==> config.mk <==
export PLATFORM = sky130hd
export DESIGN_NAME = fetch_sequencer
export DESIGN_NICKNAME = d
export VERILOG_FILES = /design/src/rtl/fetch_sequencer.sv
export SDC_FILE = /design/constraint.sdc
export NUM_CORES = 1
export LEC_CHECK = 0
export CELL_PAD_IN_SITES_DETAIL_PLACEMENT = 0
export CELL_PAD_IN_SITES_GLOBAL_PLACEMENT = 1
export CORE_MARGIN = 2
export CORE_UTILIZATION = 40
export CTS_CLUSTER_SIZE = 10
export DETAILED_ROUTE_END_ITERATION = 10
export HOLD_SLACK_MARGIN = 0.15
export PLACE_DENSITY = 0.78
export SLEW_MARGIN = 20
export SYNTH_ARGS = -nofsm -noshare
export SYNTH_HDL_FRONTEND = slang
export SYNTH_SLANG_ARGS = --single-unit
==> constraint.sdc <==
create_clock -name clk -period 8.2 [get_ports clk]
set_input_delay 1.64 -clock clk [delete_from_list [all_inputs] [get_ports clk]]
set_output_delay 1.64 -clock clk [all_outputs]
set_load 0.01 [all_outputs]
==> src/rtl/fetch_sequencer.sv <==
// Fetch-stage PC owner: issues req/ack reads to instruction memory and hands
// registered InstrF/PCF/PCPlus4F/InstrValidF to the IF/ID register.
module fetch_sequencer #(
    parameter logic [31:0] RESET_PC  = 32'h0000_0000,
    parameter logic [31:0] NOP_INSTR = 32'h0000_0013
) (
    input  logic        clk,
    input  logic        reset,
    input  logic        StallF,
    input  logic        Redirect,
    input  logic [31:0] RedirectTarget,
    output logic        imem_req,
    output logic [31:0] imem_addr,
    input  logic        imem_ack,
    input  logic [31:0] imem_rdata,
    output logic [31:0] InstrF,
    output logic [31:0] PCF,
    output logic [31:0] PCPlus4F,
    output logic        InstrValidF
);

    typedef enum logic [1:0] {BOOT, FETCH, HOLD, KILL} state_t;

    state_t      state_reg, state_next;
    logic [31:0] pc_reg, pc_next;
    logic        pending_reg, pending_next;
    logic [31:0] kill_addr_reg, kill_addr_next;
    logic [31:0] skid_instr_reg, skid_instr_next;
    logic [31:0] skid_pc_reg, skid_pc_next;
    logic [31:0] instr_reg, instr_next;
    logic [31:0] pcf_reg, pcf_next;
    logic        valid_reg, valid_next;
    logic        req;

    always_ff @(posedge clk or posedge reset) begin
        if (reset) begin
            state_reg      <= BOOT;
            pc_reg         <= RESET_PC;
            pending_reg    <= 1'b0;
            kill_addr_reg  <= RESET_PC;
            skid_instr_reg <= NOP_INSTR;
            skid_pc_reg    <= RESET_PC;
            instr_reg      <= NOP_INSTR;
            pcf_reg        <= RESET_PC;
            valid_reg      <= 1'b0;
        end else begin
            state_reg      <= state_next;
            pc_reg         <= pc_next;
            pending_reg    <= pending_next;
            kill_addr_reg  <= kill_addr_next;
            skid_instr_reg <= skid_instr_next;
            skid_pc_reg    <= skid_pc_next;
            instr_reg      <= instr_next;
            pcf_reg        <= pcf_next;
            valid_reg      <= valid_next;
        end
    end

    always_comb begin
        state_next      = state_reg;
        pc_next         = pc_reg;
        pending_next    = pending_reg;
        kill_addr_next  = kill_addr_reg;
        skid_instr_next = skid_instr_reg;
        skid_pc_next    = skid_pc_reg;
        instr_next      = instr_reg;
        pcf_next        = pcf_reg;
        valid_next      = valid_reg;
        req             = 1'b0;

        case (state_reg)
            BOOT: state_next = FETCH;
            FETCH: begin
                // A raised request is held until acked even if a stall arrives.
                req          = pending_reg || !StallF;
                pending_next = req && !imem_ack;
                if (req && imem_ack) begin
                    pc_next = pc_reg + 32'd4;
                    if (!StallF) begin
                        instr_next = imem_rdata;
                        pcf_next   = pc_reg;
                        valid_next = 1'b1;
                    end else begin
                        skid_instr_next = imem_rdata;
                        skid_pc_next    = pc_reg;
                        state_next      = HOLD;
                    end
                end else if (!StallF) begin
                    instr_next = NOP_INSTR;
                    valid_next = 1'b0;
                end
            end
            HOLD: begin
                if (!StallF) begin
                    instr_next = skid_instr_reg;
                    pcf_next   = skid_pc_reg;
                    valid_next = 1'b1;
                    state_next = FETCH;
                end
            end
            KILL: begin
                req = 1'b1;
                if (imem_ack) state_next = FETCH;
            end
            default: state_next = BOOT;
        endcase

        // Redirect overrides everything; an unfinished read is drained in KILL
        // at its original address so the memory handshake stays legal.
        if (Redirect) begin
            pc_next      = RedirectTarget & ~32'h3;
            instr_next   = NOP_INSTR;
            valid_next   = 1'b0;
            pcf_next     = pcf_reg;
            pending_next = 1'b0;
            if (req && !imem_ack) begin
                state_next = KILL;
                if (state_reg != KILL) kill_addr_next = pc_reg;
            end else begin
                state_next = FETCH;
            end
        end
    end

    assign imem_req    = req;
    assign imem_addr   = ((state_reg == KILL) ? kill_addr_reg : pc_reg) & ~32'h3;
    assign InstrF      = instr_reg;
    assign PCF         = pcf_reg;
    assign PCPlus4F    = pcf_reg + 32'd4;
    assign InstrValidF = valid_reg;

endmodule

-- Yosys cells after proc, flatten, opt, wreduce, memory -nomap -nowiden
Index checks and enable logic that the tools add are counted.
Widths: inputs -> output; s select.
- register bits: 196
- input port bits: 69
- output and inout port bits: 130
- word-level logic and storage cells: 72
- $add $sub $neg: 2
- equality and inequality tests: 13
- mux-type cells: 29
- bitwise gates (word level): 1
- reduce and logical (&&, ||, !) cells: 18
- operator list (operator ; number):
    $mux 32 ; 12
    $pmux 32 s2 ; 2
    $add 32x3->32 const B ; 2
    $ne 3x3->1 const B ; 5
    $mux 2 ; 6
    $reduce_and 3->1 ; 3
    $ne 2x2->1 const B ; 4
    $pmux 2 s4 ; 1
    $mux 1 ; 6
    $reduce_bool 2->1 ; 3
    $reduce_and 5->1 ; 1
    $eq 2x2->1 const B ; 2
    $ne 4x4->1 const B ; 1
    $pmux 1 s2 ; 2
    $reduce_and 2->1 ; 2
    $reduce_and 4->1 ; 1
    $logic_and 1x1->1 ; 3
    $reduce_bool 3->1 ; 1
    $eq 2x1->1 const B ; 1
    $logic_not 1->1 ; 2
    $logic_not 2->1 ; 1
    $logic_or 1x1->1 ; 1
    $not 1->1 ; 1

-- Logic depth before layout (Yosys ltp)
Gate-level depths: netlist (run 1).
- depth in word-level cells: 6
- depth in mapped cells: 10
- depth with buffers taken out: 7

-- Worst setup path before layout (run 1)
Ideal clock, no wire load.
- kind: input port to output port
- start point: input StallF
- end point: output imem_req
- data arrival time: 2.252 ns
- data required time: 6.560 ns
- path slack: 4.308 ns
- stages: 3
- buffers on the path: 1
- path through: clkbuf_1 nand2b_1 a21o_1
- word-level cells in the longest chain between the ends: 3
- ends and longest elaborated chain (element ; line ; text):
    start: declaration ; 9 ; input logic StallF,
    $logic_not 1->1 ; - ;
    $logic_or 1x1->1 ; 75 ; req = pending_reg || !StallF;
    $pmux 1 s2 ; 71 ; case (state_reg)
    end: declaration ; 12 ; output logic imem_req,
Every way passes these cells.

-- Worst setup path after layout (run 1)
Same ends and word-level chain as after synthesis.

==> results of run 1 <==
## path summary, 6_finish.rpt
| kind | end | startpoint | slack (ns) | cells after the start |
|---|---|---|---|---|
| max | imem_req | StallF | 3.35 | 4 |
| max reg2reg | kill_addr_reg[10]$_DFFE_PP0P_ | state_reg[1]$_DFFE_PP0P_ | 5.13 | 5 |
| min | InstrF[26]$_DFFE_PP0P_ | InstrF[26]$_DFFE_PP0P_ | 0.48 | 2 |
| min in group asynchronous | InstrF[3]$_DFFE_PP0P_ | reset | 1.69 | 2 |
| max in group asynchronous | pc_reg[18]$_DFFE_PP0P_ | reset | 5.13 | 3 |
| min reg2reg | InstrF[26]$_DFFE_PP0P_ | InstrF[26]$_DFFE_PP0P_ | 0.48 | 2 |
## Yosys cell counts, types with 5 or more instances
library cell  instances  area share [%]
dfrtp_1             182              49
dfstp_2               6             1.7
nor4_1               10            0.68
o21ai_0              83             4.5
mux2i_1              60             6.5
and3_1                8            0.54
inv_1                12            0.49
or2_2                 5            0.34
and4_1               10            0.95
o221ai_1              7            0.66
buf_4                 6            0.49
nand3_1              24             1.3
buf_1                10            0.41
nand4_1              15             1.0
nand2_1             115             4.7
xor2_1               14             1.3
nor2_1               17            0.69
clkbuf_1             47             1.9
ha_1                  5            0.68
mux2_2              122              15
xnor2_1              36             3.4
## kinds of logic (layout without fill, tap and decap cells)
group | Yosys count | count (layout)
AO/OA/AOI/OAI | 114 | 114
XOR/XNOR | 50 | 50
multiplexers | 182 | 182
other | 1 | 6
buffers and inverters | 79 | 244
adder cells (fa/ha/maj) | 5 | 5
flip-flops | 188 | 188
AND/OR/NAND/NOR | 224 | 224
## stage by stage
stage               hold WS [ns]  setup WS [ns]  cells  area [um2]  power (mW)
global placement          0.4611          3.344   1266       11370       2.805
floorplan                 0.4496          1.456    848        9284       2.184
CTS                       0.4864          3.336   1298       11980       3.700
detailed placement        0.4691          3.336   1266       11370       2.840
global route              0.5151          3.227   1298       11980       3.881
finish                    0.4791          3.352   1298       11980       3.653
## routing by layer
layer	up-vias	wire, um
met5	-	13
met4	2	170
met3	14	1553
met2	151	10520
met1	3329	10480
li1	3269	-
## worst max-delay path, delay by kind of cell
kind,cells,cell delay (ns)
buf+inv,2,1.13
compound gates,1,0.23
simple gates,1,0.21
## cell type report
cell class              instances  area share (%)
clock inverters                14           1.399
clock buffers                  18           3.665
inverters                      12          0.4386
well taps                     285           2.976
flip-flops and latches        188           39.33
multi-input cells             581           35.74
repair buffers                200           16.46
## power by group through the flow
| stage | clock (mW) | combinational (mW) | sequential [mW] |
|---|---|---|---|
| after floorplan | 0 | 0.704 | 1.48 |
| after global routing | 0.907 | 1.42 | 1.55 |
| after detailed placement | 0 | 1.32 | 1.52 |
| final | 0.850 | 1.30 | 1.50 |
| after global placement | 0 | 1.30 | 1.50 |
| after CTS | 0.873 | 1.32 | 1.50 |
==> impl_metrics.ini, run 1 <==
[synth]
synth_flop_cell = dfrtp_1
avgSynthCellArea_um2 = 10.99
ys_warn_count = 0
synth_top_family_by_area = multiplexers
synthSimpleGateAreaFrac_pct = 11.71
synth_area_um2 = 9265
yosysSeqAreaShare_pct = 50.86
ys_types = 49
synthAdderAreaFrac_pct = 0.6752
async_flop_share_pct = 100.0
ys_seq_elements = 188
synth_cells = 843
synth_compound_area_share_pct = 7.117
synth_mux_area_share_pct = 21.31
synth_xor_xnor_area_share_pct = 4.727
synth-edff-count = 0

[global_routing]
grtUsageMet2_pct = 30.85
grt_util_met1_pct = 25.45
antenna_found_initial = 1
grt_max_degree = 120
grt_busiest_layer = met2
use_met3_pct = 6.167
grt-ovfl-total = 0
grt.total_usage_pct = 19.15
grt_pass1_wl_mm = 36.53
grt_pass1_vias = 6593

[cells_and_area]
ff_latch_area_um2 = 4712
layout.cells.most_common_list = 189 x clkdlybuf4s50_1, 182 x dfrtp_1, 122 x mux2_2, 115 x nand2_1, 82 x o21ai_0
multiInputGateArea_um2 = 4282
n_antenna_cell = 0
final_util_pct = 52.76
synthToLayoutAreaGrowth_pct = 29.32
drive_gt1_share_pct = 18.76
fillers = 2067
mostFrequentLayoutCell = clkdlybuf4s50_1
nNetsFinal = 1074

[placement]
dp_hpwl_mm = 15.00
io_buffers = 190
gp_congestion = 0.7296

[clocking]
postCtsSetupBuffers = 0
cts_resized = 0
cts_buffer_depth = 2
h-tree-depth = 4
cts_tree = built
cts.clk_slew.worst_paths_ns = 0.07
clk_latency_ns = 0.43
clkSinkCount = 188
cts_buffers = 17
cts_root_buffer = clkbuf_16
holdBufCountCts = 0

[die]
die_h_um = 156.2
dieArea_um2 = 24400
std_cell_rows = 55
die_w_um = 156.2
ios = 199
core_um2 = 22710
initial_core_util_pct = 40.80

[power]
pwr-share-comb_pct = 35.6
intPower_mw = 2.470
pwr-share-seq_pct = 41.1
vdd_ir_drop_max_mv = 0.1422
p_leak_nw = 4.869
p_switching_mw = 1.183
power_density_nw_per_um2 = 304.9
switching_share_pct = 32.38
pwr-share-clk_pct = 23.3

[job]
maxCapViolations = 0

[setup_path]
cpPeakStageDelay_ns = 0.64
crit_chain = clkdlybuf4s50_1 -> nand2b_1 -> a21o_1 -> clkdlybuf4s50_1
crit_required_ns = 6.56
critPathLaunchType = input port
path_common_cell = clkdlybuf4s50_1
worstPathArrival_ns = 3.21
setup.worst_path.end_class = output port
slowest_stage = clkdlybuf4s50_1
path_max_fanout = 9
timing_worst_setup_path_type = in2out

[drt]
drt-initial-drc-count = 326
drc_errors = 0
ant_nets = 0
vias_per_cell = 5.212
wl_mm = 22.73
num_vias = 6765
drt_pass1_iterations = 5
post_drt_wl_per_cell_um = 17.51

[timing]
rsz0062_at_grt = false
finalHoldViolCount = 0
drv_slew = 0
skew_ns = 0.01166
max_freq_ghz = 0.2063
tns_ns = 0
max_slew_margin_pct = 29.97
setup_viol = 0
worst_pin_slew_ns = 1.048
fin_crit_sh_pct = 59.12
layout_min_cycle_time_ns = 4.848

[min_path]
hold_path_class = reg2reg

[status]
status = complete, no violations
Power figures use the tool's default switching activity.
==> run 2: changes to the inputs <==
==> constraint.sdc (replaced) <==
create_clock -name clk -period 4.98 [get_ports clk]
set_input_delay 0.996 -clock clk [delete_from_list [all_inputs] [get_ports clk]]
set_output_delay 0.996 -clock clk [all_outputs]
set_load 0.01 [all_outputs]
==> run 2 against run 1 <==
Worst setup slack worse by 2.2 ns. Utilization is 0.18 points higher. Critical endpoint is now PCPlus4F[28]. Sequential share of layout area is 0.13 points lower. Largest power group unchanged. Hold slack better by 0.0027 ns. Largest cell class unchanged.
==> impl_metrics.ini, run 2 (synthesized netlist as in run 1, its figures left out) <==
[drt]
ant_nets = 0
wl_met3_mm = 1.532
post_drt_wl_per_cell_um = 17.20
drt-initial-drc-count = 367
wl_met2_mm = 10.37
drt_pass1_iterations = 6
drc_errors = 0
num_vias = 6700
maxUsedRoutingLayer = met5
wl_mm = 22.35
vias_per_cell = 5.154
wl_met1_mm = 10.25

[job]
maxCapViolations = 0

[global_routing]
grt_max_degree = 65
grt.total_usage_pct = 19.09
grt_pass1_wl_mm = 36.38
grt_pass1_vias = 6746
antenna_found_initial = 2
grt-ovfl-total = 0

[die]
initial_core_util_pct = 40.80
die_h_um = 156.2
std_cell_rows = 55
ios = 199
die_w_um = 156.2
dieArea_um2 = 24400
core_um2 = 22710

[clocking]
holdBufCountCts = 0
cts_tree = built
cts_buffer_depth = 2
cts_root_buffer = clkbuf_16
cts_resized = 0
postCtsSetupBuffers = 0
clkSinkCount = 188
clk_latency_ns = 0.43
cts_buffers = 17
cts.clk_slew.worst_paths_ns = 0.07
h-tree-depth = 4

[timing]
max_freq_ghz = 0.2637
tns_ns = 0
finalHoldViolCount = 0
skew_ns = 0.008821
setup_viol = 0
layout_min_cycle_time_ns = 3.792
drv_slew = 0
rsz0062_at_grt = false
worst_pin_slew_ns = 1.085
max_slew_margin_pct = 27.52
fin_crit_sh_pct = 76.14

[cells_and_area]
mostFrequentLayoutCell = clkdlybuf4s50_1
n_antenna_cell = 0
layout.cells.most_common_list = 189 x clkdlybuf4s50_1, 182 x dfrtp_1, 122 x mux2_2, 115 x nand2_1, 82 x o21ai_0
synthToLayoutAreaGrowth_pct = 29.75
nNetsFinal = 1076
multiInputGateArea_um2 = 4282
fillers = 2052
drive_gt1_share_pct = 18.82
ff_latch_area_um2 = 4712

[setup_path]
crit_chain = ha_1 -> nand3_1 -> nor4_1 -> buf_4 -> and4_1 -> nand4_1 -> xnor2_1 -> clkdlybuf4s50_1
crit_required_ns = 3.98
critPathLaunchType = register
cpPeakStageDelay_ns = 0.55
timing_worst_setup_path_type = reg2out
r2r_end = kill_addr_reg[14]$_DFFE_PP0P_
setup.worst_path.end_class = output port
rr_startpoint = state_reg[1]$_DFFE_PP0P_
slowest_stage = clkdlybuf4s50_1
rrSetupSlack_ns = 1.87
path_max_fanout = 6
r2r_cells = 5
worstPathArrival_ns = 2.80

[power]
vdd_ir_drop_max_mv = 0.2284
p_leak_nw = 4.876
finalPower_mw = 6.022
power_density_nw_per_um2 = 500.9

[min_path]
hold_end = InstrF[7]$_DFFE_PP0P_
min_from = InstrF[7]$_DFFE_PP0P_
min_path_cells = 2
hold_path_class = reg2reg

[placement]
dp_hpwl_mm = 15.21
gp_congestion = 0.7807
io_buffers = 190

[status]
status = complete, no violations
run 2: changes by cell type in the layout (fill, tap and decap cells not counted), sizes merged:
cell	before	now
buf	11	13
bufinv	1	2
clkbuf	18	20
clkinv	4	2
clkinvlp	1	4
inv	20	16
run 2: final cells by class:
cell class,count,area share [%]
Tap cell,285,2.966
Multi-Input combinational cell,581,35.62
Inverter,12,0.4059
Timing Repair Buffer,202,16.74
Clock buffer,20,3.799
Clock inverter,12,1.280
Sequential cell,188,39.20
run 2: worst max-delay path by stage:
stage / from / to / depth (start not counted)
final: PCF[2]$_DFFE_PP0P_ / PCPlus4F[28] / 8
after detailed placement: StallF / kill_addr_reg[19]$_DFFE_PP0P_ / 6
after CTS: PCF[2]$_DFFE_PP0P_ / PCPlus4F[28] / 8
after global routing: PCF[2]$_DFFE_PP0P_ / PCPlus4F[28] / 8
after global placement: StallF / kill_addr_reg[23]$_DFFE_PP0P_ / 6
after floorplan: reset / InstrF[10]$_DFFE_PP0P_ / 1
run 2: critical path: cells and delay by family (launching register included):
family | cells | cell delay, ns
adders and majority gates | 1 | 0.21
and+or+nand+nor | 4 | 0.81
DFF | 1 | 0.44
xor gates and xnor gates | 1 | 0.15
buffers and inverters | 2 | 0.76
run 2: per-stage QoR:
stage	instances	util, %	worst slack (ns)	hold WS [ns]	instance area, um2
2_1_floorplan	848	-	1.568	0.4496	9288
4_1_cts	1300	52.94	1.113	0.4870	12020
6_report	1300	52.94	1.188	0.4817	12020
5_1_grt	1300	52.94	0.8846	0.5033	12020
3_3_place_gp	1268	50.25	1.400	0.4592	11410
3_5_place_dp	1268	50.25	1.344	0.4700	11410
run 2: layer usage:
layer  global-route usage [%]  vias to the layer above
met5                        0                        -
met4                    3.932                        4
met3                    6.472                       18
met2                    31.82                      148
met1                    24.27                     3261
li1                         -                     3269
run 2: power by group:
group,internal [mW],total [mW],switching (mW)
Combinational,1.28,2.14,0.864
Sequential,2.06,2.47,0.413
Clock,0.783,1.41,0.624
==> run 3: changes to the inputs <==
--- a/config.mk
+++ b/config.mk
@@ -8,11 +8,11 @@
 export CELL_PAD_IN_SITES_DETAIL_PLACEMENT = 0
 export CELL_PAD_IN_SITES_GLOBAL_PLACEMENT = 1
 export CORE_MARGIN = 2
-export CORE_UTILIZATION = 40
+export CORE_UTILIZATION = 36
 export CTS_CLUSTER_SIZE = 10
 export DETAILED_ROUTE_END_ITERATION = 10
 export HOLD_SLACK_MARGIN = 0.15
-export PLACE_DENSITY = 0.78
+export PLACE_DENSITY = 0.74
 export SLEW_MARGIN = 20
 export SYNTH_ARGS = -nofsm -noshare
 export SYNTH_HDL_FRONTEND = slang
==> constraint.sdc (replaced) <==
create_clock -name clk -period 3.4 [get_ports clk]
set_input_delay 0.68 -clock clk [delete_from_list [all_inputs] [get_ports clk]]
set_output_delay 0.68 -clock clk [all_outputs]
set_load 0.01 [all_outputs]
==> run 3 against run 2 <==
Global-route usage is 1.5 points lower. Highest routed layer is now met4. Non-clock buffer count is 15 higher. Largest power group unchanged. Sequential power is 47% higher. Count of clock-buffer cells in the layout is 3 lower. Clock power is 46% higher. Clock skew is 0.0049 ns higher. Cell count is 4.7% higher. Register-to-register slack worse by 0.84 ns. Critical path depth is 1 lower. Design area is 2.1% higher. Combinational power is 51% higher. Flip-flop and latch count stayed put.
==> impl_metrics.ini, run 3 (synthesized netlist as in run 1, its figures left out) <==
[power]
p_switching_mw = 2.854
pwr-share-comb_pct = 36.3
pwr-share-seq_pct = 40.6
power_density_nw_per_um2 = 726.9
pwr-share-clk_pct = 23.1
p_leak_nw = 5.040
switching_share_pct = 31.97
intPower_mw = 6.072
vdd_ir_drop_max_mv = 0.3176
finalPower_mw = 8.926

[clocking]
clkSinkCount = 188
cts_buffers = 17
cts_tree = built
cts_buffer_depth = 2
cts.clk_slew.worst_paths_ns = 0.07
h-tree-depth = 4
holdBufCountCts = 0
cts_root_buffer = clkbuf_16
clk_latency_ns = 0.43

[min_path]
hold_path_class = reg2reg

[placement]
dp_hpwl_mm = 16.17
place_inst = 1322
io_buffers = 190
place_area_um2 = 11560
gp_congestion = 0.7998

[setup_path]
crit_chain = nand3_1 -> nor4_2 -> buf_4 -> and4_4 -> nand3_1 -> xnor2_1 -> clkdlybuf4s50_1
timing_worst_setup_path_type = reg2out
rrSetupSlack_ns = 1.03
setup.worst_path.end_class = output port
path_common_cell = nand3_1
slowest_stage = clkdlybuf4s50_1
cpPeakStageDelay_ns = 0.56
critPathLaunchType = register
crit_required_ns = 2.72
cp_top_family = simple AND/OR/NAND/NOR gates
timing.critical_path.buf_inv = 2
path_max_fanout = 5
worstPathArrival_ns = 2.59

[die]
dieArea_um2 = 27040
die_w_um = 164.4
initial_core_util_pct = 36.69
std_cell_rows = 58
core_um2 = 25250
ios = 199
die_h_um = 164.4

[drt]
post_drt_wl_per_cell_um = 17.06
vias_per_cell = 4.949
ant_nets = 0
drc_errors = 0
num_vias = 6736
drt-initial-drc-count = 290
wl_mm = 23.22
drt_pass1_iterations = 4

[timing]
tns_ns = 0
worst_pin_slew_ns = 0.7717
rsz0062_at_grt = false
setup_viol = 0
max_freq_ghz = 0.3056
skew_ns = 0.01367
finalHoldViolCount = 0
max_slew_margin_pct = 48.44
drv_slew = 0
fin_crit_sh_pct = 96.25
layout_min_cycle_time_ns = 3.272

[global_routing]
grt_pass1_wl_mm = 36.73
grt.total_usage_pct = 17.60
antenna_found_initial = 1
grt_max_degree = 50
grt-ovfl-total = 0
grt_pass1_vias = 6621

[cells_and_area]
mostFrequentLayoutCell = clkdlybuf4s50_1
fin_cells = 1361
final_util_pct = 48.62
layout.cells.most_common_list = 182 x clkdlybuf4s50_1, 171 x dfrtp_1, 122 x mux2_2, 115 x nand2_1, 82 x o21ai_0
synthToLayoutAreaGrowth_pct = 32.53
final_area_um2 = 12280
nNetsFinal = 1091
drive_gt1_share_pct = 21.94

[status]
status = complete, no violations

[job]
maxCapViolations = 0
[run 3: cell type report]
type | instances | area, um2
diodes | 1 | 2.502
clock buffers | 17 | 425.4
clock inverters | 15 | 183.9
fillers | 2371 | 12970
inverters | 12 | 48.80
multi-input cells | 581 | 4313
flip-flops and latches | 188 | 4726
well taps | 330 | 412.9
repair buffers | 217 | 2167
[run 3: through the flow]
| step | worst slack, ns | hold slack, ns |
|---|---|---|
| after floorplan | 0.3044 | 0.4496 |
| after global placement | 0.3336 | 0.4606 |
| after detailed placement | 0.3125 | 0.4699 |
| after CTS | 0.004755 | 0.4870 |
| after global routing | 0.02690 | 0.5119 |
| final | 0.1276 | 0.4791 |
[run 3: worst register-to-register path, stage by stage, from the launching register on]
cell     delay (ns)
dfrtp_1        0.45
inv_1          0.08
ha_1           0.31
and2_0         0.36
nand3_1        0.30
nor4_1         0.40
xnor2_1        0.11
mux2_2         0.26
[run 3: what timing repair did]
item | CTS | global route
endpoints found under the setup margin | 6 | 10
pin swaps | 2 | 0
gates resized for setup | 7 | 20
setup buffers | 6 | 0
[run 3: power groups by stage]
stage               Combinational (mW)  Sequential [mW]  Clock [mW]
finish                            3.24             3.62        2.06
CTS                               3.30             3.61        2.12
detailed placement                3.24             3.66           0
floorplan                         1.70             3.57           0
global route                      3.54             3.74        2.23
global placement                  3.21             3.62           0
[run 3: worst paths after layout]
kind	start	to	cells past startpoint
min reg2reg	InstrF[25]$_DFFE_PP0P_	InstrF[25]$_DFFE_PP0P_	2
max reg2reg	state_reg[1]$_DFFE_PP0P_	pc_reg[13]$_DFFE_PP0P_	7
min	InstrF[25]$_DFFE_PP0P_	InstrF[25]$_DFFE_PP0P_	2
max	PCF[15]$_DFFE_PP0P_	PCPlus4F[27]	7
max in group asynchronous	reset	InstrF[12]$_DFFE_PP0P_	3
min in group asynchronous	reset	InstrF[31]$_DFFE_PP0P_	2
[run 3: layer usage]
metal / vias to the layer above / track usage [%] / share of wire [%]
met2: 157 / 27.48 / 45
met3: 14 / 5.801 / 7.5
met4: 0 / 4.269 / 0.99
met5: - / 0 / 0
met1: 3264 / 23.74 / 46
li1: 3301 / - / -
